$ cat config.mk
export PLATFORM = sky130hd
export DESIGN_NAME = mul_sequencer
export DESIGN_NICKNAME = d
export VERILOG_FILES = /design/src/rtl/cpu_pkg.sv /design/src/rtl/mul_shift_add.sv /design/src/rtl/mul_sequencer.sv
export SDC_FILE = /design/constraint.sdc
export NUM_CORES = 1
export LEC_CHECK = 0
export BUFFER_PORTS_ARGS = -buffer_cell sky130_fd_sc_hd__buf_4
export CAP_MARGIN = 0
export CORE_MARGIN = 3
export CORE_UTILIZATION = 50
export DETAILED_ROUTE_END_ITERATION = 6
export PLACE_DENSITY = 0.68
export SLEW_MARGIN = 20
export SYNTH_ARGS = -nofsm -noshare
export SYNTH_HDL_FRONTEND = slang
export SYNTH_HIERARCHICAL = 1
export SYNTH_SLANG_ARGS = --single-unit
$ cat constraint.sdc
create_clock -name clk -period 6.35 [get_ports clk]
set_input_delay 1.27 -clock clk [delete_from_list [all_inputs] [get_ports clk]]
set_output_delay 1.27 -clock clk [all_outputs]
set_load 0.05 [all_outputs]
$ cat src/rtl/cpu_pkg.sv
// Shared CPU definitions used by the EX-stage multiply sequencer: ALU opcodes
// for the multiply class, the sequencer state encoding and the step count.
package cpu_pkg;

   localparam logic [3:0] ALU_MUL   = 4'b0101;
   localparam logic [3:0] ALU_MULH  = 4'b0110;
   localparam logic [3:0] ALU_MULHU = 4'b0111;

   localparam int MUL_STEPS = 32;

   typedef enum logic [1:0] {
      IDLE = 2'd0,
      RUN  = 2'd1,
      FIX  = 2'd2,
      DONE = 2'd3
   } mul_state_t;

   // Which half of the product is returned once the sequence completes.
   typedef enum logic [1:0] {
      KIND_MUL   = 2'd0,
      KIND_MULH  = 2'd1,
      KIND_MULHU = 2'd2
   } mul_kind_t;

   function automatic logic is_mul_op(input logic [3:0] op);
      return (op == ALU_MUL) || (op == ALU_MULH) || (op == ALU_MULHU);
   endfunction

   function automatic mul_kind_t decode_kind(input logic [3:0] op);
      mul_kind_t k;
      case (op)
         ALU_MULH:  k = KIND_MULH;
         ALU_MULHU: k = KIND_MULHU;
         default:   k = KIND_MUL;
      endcase
      return k;
   endfunction

endpackage

$ cat src/rtl/mul_shift_add.sv
// Radix-2 shift-add datapath: a 2W-bit accumulator, a multiplicand that shifts
// left and a multiplier that shifts right. One partial product per step strobe;
// the fix strobe applies the sign correction in place.
module mul_shift_add #(
   parameter int W = 32
) (
   input  logic           clk,
   input  logic           rst,
   input  logic           load,
   input  logic           step,
   input  logic           fix,
   input  logic [W-1:0]   mcand_in,
   input  logic [W-1:0]   mplier_in,
   input  logic           neg_in,
   output logic [2*W-1:0] product_fixed
);

   logic [2*W-1:0] acc_q, acc_d;
   logic [2*W-1:0] mcand_q, mcand_d;
   logic [W-1:0]   mplier_q, mplier_d;
   logic           neg_q, neg_d;

   // Sign-corrected view of the accumulator; stays valid after fix because
   // the fix strobe commits it and clears the pending negation.
   assign product_fixed = neg_q ? (~acc_q + (2*W)'(1)) : acc_q;

   // Next-state for the datapath registers, selected by the strobes.
   always_comb begin
      acc_d    = acc_q;
      mcand_d  = mcand_q;
      mplier_d = mplier_q;
      neg_d    = neg_q;
      if (load) begin
         acc_d    = '0;
         mcand_d  = {{W{1'b0}}, mcand_in};
         mplier_d = mplier_in;
         neg_d    = neg_in;
      end else if (step) begin
         if (mplier_q[0]) begin
            acc_d = acc_q + mcand_q;
         end
         mcand_d  = {mcand_q[2*W-2:0], 1'b0};
         mplier_d = {1'b0, mplier_q[W-1:1]};
      end else if (fix) begin
         acc_d = product_fixed;
         neg_d = 1'b0;
      end
   end

   // Datapath registers; an in-flight product is discarded on reset.
   always_ff @(posedge clk or posedge rst) begin
      if (rst) begin
         acc_q    <= '0;
         mcand_q  <= '0;
         mplier_q <= '0;
         neg_q    <= 1'b0;
      end else begin
         acc_q    <= acc_d;
         mcand_q  <= mcand_d;
         mplier_q <= mplier_d;
         neg_q    <= neg_d;
      end
   end

endmodule

$ cat src/rtl/mul_sequencer.sv
// Multi-cycle controller for mul/mulh/mulhu in EX. Accepts an op from IDLE,
// runs 32 shift-add steps, sign-corrects, then pulses done with the result.
// Fixed latency of 34 cycles from accept to done, regardless of operands.
module mul_sequencer
   import cpu_pkg::*;
#(
   parameter int XLEN = 32
) (
   input  logic            clk,
   input  logic            rst,
   input  logic            start,
   input  logic [3:0]      aluop,
   input  logic [XLEN-1:0] a,
   input  logic [XLEN-1:0] b,
   output logic            stall,
   output logic            busy,
   output logic            done,
   output logic [XLEN-1:0] result
);

   localparam int CNT_W = $clog2(MUL_STEPS);
   localparam logic [CNT_W-1:0] LAST_STEP = CNT_W'(MUL_STEPS - 1);

   mul_state_t       state_q, state_d;
   logic [CNT_W-1:0] count_q, count_d;
   mul_kind_t        kind_q, kind_d;
   logic [XLEN-1:0]  result_q, result_d;

   logic             accept;
   logic             is_mulh;
   logic [XLEN-1:0]  a_mag, b_mag;
   logic             neg;
   logic             load, step, fix;
   logic [2*XLEN-1:0] product_fixed;

   // Accept is gated by rst so stall drops the instant reset is asserted.
   assign accept  = start && !rst && (state_q == IDLE) && is_mul_op(aluop);
   assign is_mulh = (aluop == ALU_MULH);

   // mulh works on magnitudes and negates afterwards; |0x80000000| wraps to
   // itself, which is still the correct unsigned magnitude.
   assign a_mag = (is_mulh && a[XLEN-1]) ? (~a + XLEN'(1)) : a;
   assign b_mag = (is_mulh && b[XLEN-1]) ? (~b + XLEN'(1)) : b;
   assign neg   = is_mulh && (a[XLEN-1] ^ b[XLEN-1]);

   mul_shift_add #(.W(XLEN)) u_dp (
      .clk           (clk),
      .rst           (rst),
      .load          (load),
      .step          (step),
      .fix           (fix),
      .mcand_in      (a_mag),
      .mplier_in     (b_mag),
      .neg_in        (neg),
      .product_fixed (product_fixed)
   );

   // FSM next-state, step counter, datapath strobes and result capture.
   always_comb begin
      state_d  = state_q;
      count_d  = count_q;
      kind_d   = kind_q;
      result_d = result_q;
      load     = 1'b0;
      step     = 1'b0;
      fix      = 1'b0;
      case (state_q)
         IDLE: begin
            if (accept) begin
               state_d = RUN;
               count_d = '0;
               kind_d  = decode_kind(aluop);
               load    = 1'b1;
            end
         end
         RUN: begin
            step    = 1'b1;
            count_d = count_q + CNT_W'(1);
            if (count_q == LAST_STEP) begin
               state_d = FIX;
            end
         end
         FIX: begin
            fix      = 1'b1;
            result_d = (kind_q == KIND_MUL) ? product_fixed[XLEN-1:0]
                                            : product_fixed[2*XLEN-1:XLEN];
            state_d  = DONE;
         end
         DONE: begin
            // start is deliberately ignored here; the next op waits for IDLE
            state_d = IDLE;
         end
         default: state_d = IDLE;
      endcase
   end

   // Control and result registers.
   always_ff @(posedge clk or posedge rst) begin
      if (rst) begin
         state_q  <= IDLE;
         count_q  <= '0;
         kind_q   <= KIND_MUL;
         result_q <= '0;
      end else begin
         state_q  <= state_d;
         count_q  <= count_d;
         kind_q   <= kind_d;
         result_q <= result_d;
      end
   end

   assign stall  = accept || (state_q == RUN) || (state_q == FIX);
   assign busy   = (state_q != IDLE);
   assign done   = (state_q == DONE);
   assign result = result_q;

endmodule

==> impl_metrics.tcl <==
set metrics [dict create \
    finalCritPeriodShare_pct 74.02 \
    postSynthCellCount 1935 \
    portBuffers 105 \
    avgSynthCellArea_um2 8.247 \
    dp_hpwl_um 35210 \
    cts_tree "built" \
    nNetsFinal 2112 \
    seq_area_frac_synth_pct 31.68 \
    htree_levels 1 \
    tightest_slew_ns 1.135 \
    n_antenna_cell 0 \
    yosysWarnings 6 \
    async_flop_share_pct 100.0 \
    ys_seq_elements 202 \
    drive_above_1_share_pct 9.934 \
    status "finished, final reports clean" \
    yosys.area.top_type_share_pct 31.68 \
    leakagePower_nw 7.405 \
    synthFlopType "dfrtp_1" \
    synth_edf_count 0 \
    pwr-share-seq_pct 23.8 \
    p_switching_mw 5.775 \
    die_x_um 184.7 \
    hold_buffers 0 \
    grt_setup_unrepaired "no" \
    cts_buffers 25 \
    mappedNetlistNets 2079 \
    finalCriticalPeriod_ns 4.700 \
    setup_violations 0 \
    drc 0 \
    postLayoutCoreUtil_pct 57.26 \
    max_freq_mhz 212.8 \
    routed_via_density 6.212 \
    hold_viol_final 0 \
    fp.coreArea_um2 30990 \
    vias 14780 \
    final_cells 2379 \
    p_per_area_nw_per_um2 628.8 \
    min_path_type "flop to flop" \
    root_buffer "clkbuf_16" \
    arrival_ns 3.43 \
    critical_path_required_ns 5.08 \
    clkTransAtPathRegs_ns 0.06 \
    endpoint_kind "output port" \
    fin_tns_setup_ns 0 \
    dieArea_um2 34100 \
    yosysTopAreaCell "dfrtp_1" \
    irDropWorstVdd_mv 0.3127 \
    wl_per_cell_um 19.69 \
    switching_share_pct 51.76 \
    finalInstanceArea_um2 17740 \
    drv_cap 0 \
    internal-power_mw 5.382 \
    drtAntennaViolNets 0 \
    grt_overflow 0 \
    grt_pass1_vias 13490 \
    start_util_pct 51.49 \
    criticalPathCategory "primary input to output port" \
    antenna_found_initial 0 \
    io_pins 106 \
    die_h_um 184.7 \
    place_congestion 0.9840 \
    clockBufferDepth 3 \
    cts_sinks 202 \
    grt_pass1_wl_um 74210 \
    placed_cell_area_um2 16940 \
    synthTopCellsByArea "dfrtp_1 32%, mux2i_1 8.2%, o21ai_0 6.3%" \
    area_growth_pct 11.19 \
    cts_setup_buffers 0 \
    clkLatencyLatePin_ns 0.53 \
    rrSetupSlack_ns 2.44 \
    grtUsageTotal_pct 26.94 \
    dp.cells 2336 \
    drtIter0Drc 1475 \
    rows 64 \
    clockPowerShare_pct 12.2 \
    drtPass1Iterations 7 \
    ctsResizeCount 0 \
    post_synth_num_cell_types 76 \
    finalWirelength_um 46840 \
    final_max_slew_viol_count 0 \
    maxSlewHeadroom_pct 24.09 \
    combPwrFrac_pct 63.9 \
    syn_area_um2 15960 \
    grt_start_max_net_pins 112 \
    start_kind "primary input" \
    critPathMaxFanout 50 \
    clock_skew_ns 0.01526 \
]
==> area by class of cell <==
type	instances	area [µm²]
flip-flops and latches	202	5056
well taps	396	495.5
clock buffers	36	716.9
repair buffers	120	920.9
multi-input cells	1583	10350
fillers	2862	13250
clock inverters	6	61.31
inverters	36	142.6
==> cell usage after synthesis (all sizes together) (28+ instances only) <==
master / instances
ha: 72
a21oi: 153
dfrtp: 202
nor2: 180
xnor2: 104
inv: 36
xor2: 72
o31ai: 31
clkbuf: 99
nand2: 205
nand3: 28
a21o: 39
mux2i: 131
nand4: 30
nor3: 42
o21ai: 205
==> kinds of logic (layout without fill, tap and decap cells) <==
| group | Yosys count | count (layout) | share of synthesized area [%] |
|---|---|---|---|
| AOI/OAI and AO/OA | 585 | 585 | 22.60 |
| xor gates and xnor gates | 176 | 176 | 9.660 |
| adders and majority gates | 73 | 73 | 5.771 |
| buffers and inverters | 150 | 198 | 3.654 |
| DFF | 202 | 202 | 31.68 |
| muxes | 133 | 133 | 8.358 |
| and+or+nand+nor | 616 | 616 | 18.28 |
==> routing by layer <==
| metal | GRT usage (%) | vias up | share of wire [%] |
|---|---|---|---|
| met5 | 0 | - | 0 |
| met1 | 38.55 | 6962 | 44 |
| met3 | 2.783 | 109 | 7.4 |
| li1 | - | 7075 | - |
| met2 | 42.04 | 632 | 44 |
| met4 | 10.68 | 0 | 4.4 |
==> power groups by stage <==
stage	clock [mW]	sequential [mW]	combinational (mW)
floorplan	0	2.73	4.89
global placement	0	2.64	6.88
detailed placement	0	2.66	6.98
CTS	1.39	2.64	7.01
global route	1.45	2.74	7.77
finish	1.36	2.66	7.13
==> flip-flops by register name (all words and copies together), names as in the netlist <==
name and count:
result 32, u_dp/mplier_q 32, u_dp/neg_q 1, kind_q 2
u_dp/mcand_q 64, u_dp/acc_q 64, count_q 5, state_q 2
==> worst max-delay path, cell delays in order <==
cell	delay, ns
buf_4	0.14
nor4bb_1	0.63
and3_4	0.53
buf_4	0.47
or3_1	0.18
buf_4	0.19
==> worst paths after layout <==
path | from | end | depth (start not counted)
setup / recovery | rst | stall | 6
min in group asynchronous | rst | u_dp/acc_q[48] | 2
hold / removal | count_q[4] | count_q[4] | 1
setup reg to reg | u_dp/acc_q[0] | u_dp/acc_q[58] | 13
hold reg to reg | count_q[4] | count_q[4] | 1
max in group asynchronous | rst | u_dp/mplier_q[8] | 3
==> per-stage QoR <==
stage / total power [mW] / hold slack, ns / worst slack, ns
after floorplan: 7.615 / 0.4722 / 0.7317
after global placement: 9.519 / 0.4824 / 1.743
after detailed placement: 9.641 / 0.4937 / 1.631
after CTS: 11.05 / 0.5063 / 1.641
after global routing: 11.96 / 0.5425 / 1.475
final: 11.16 / 0.5067 / 1.650
==> layout by cell type (no fill, tap or decap), types with 35 or more instances in the layout <==
cell type  netlist  layout
dfrtp_1        202     201
xnor2_1        104     104
a21oi_1        153     153
o21ai_0        202     202
xor2_1          72      72
buf_4            1     119
nand2_1        205     205
ha_1            72      70
inv_1           36      35
mux2i_1        131     131
nor2_1         179     177
a21o_1          39      39
nor3_1          42      42
(Power assumes the default switching activity.)
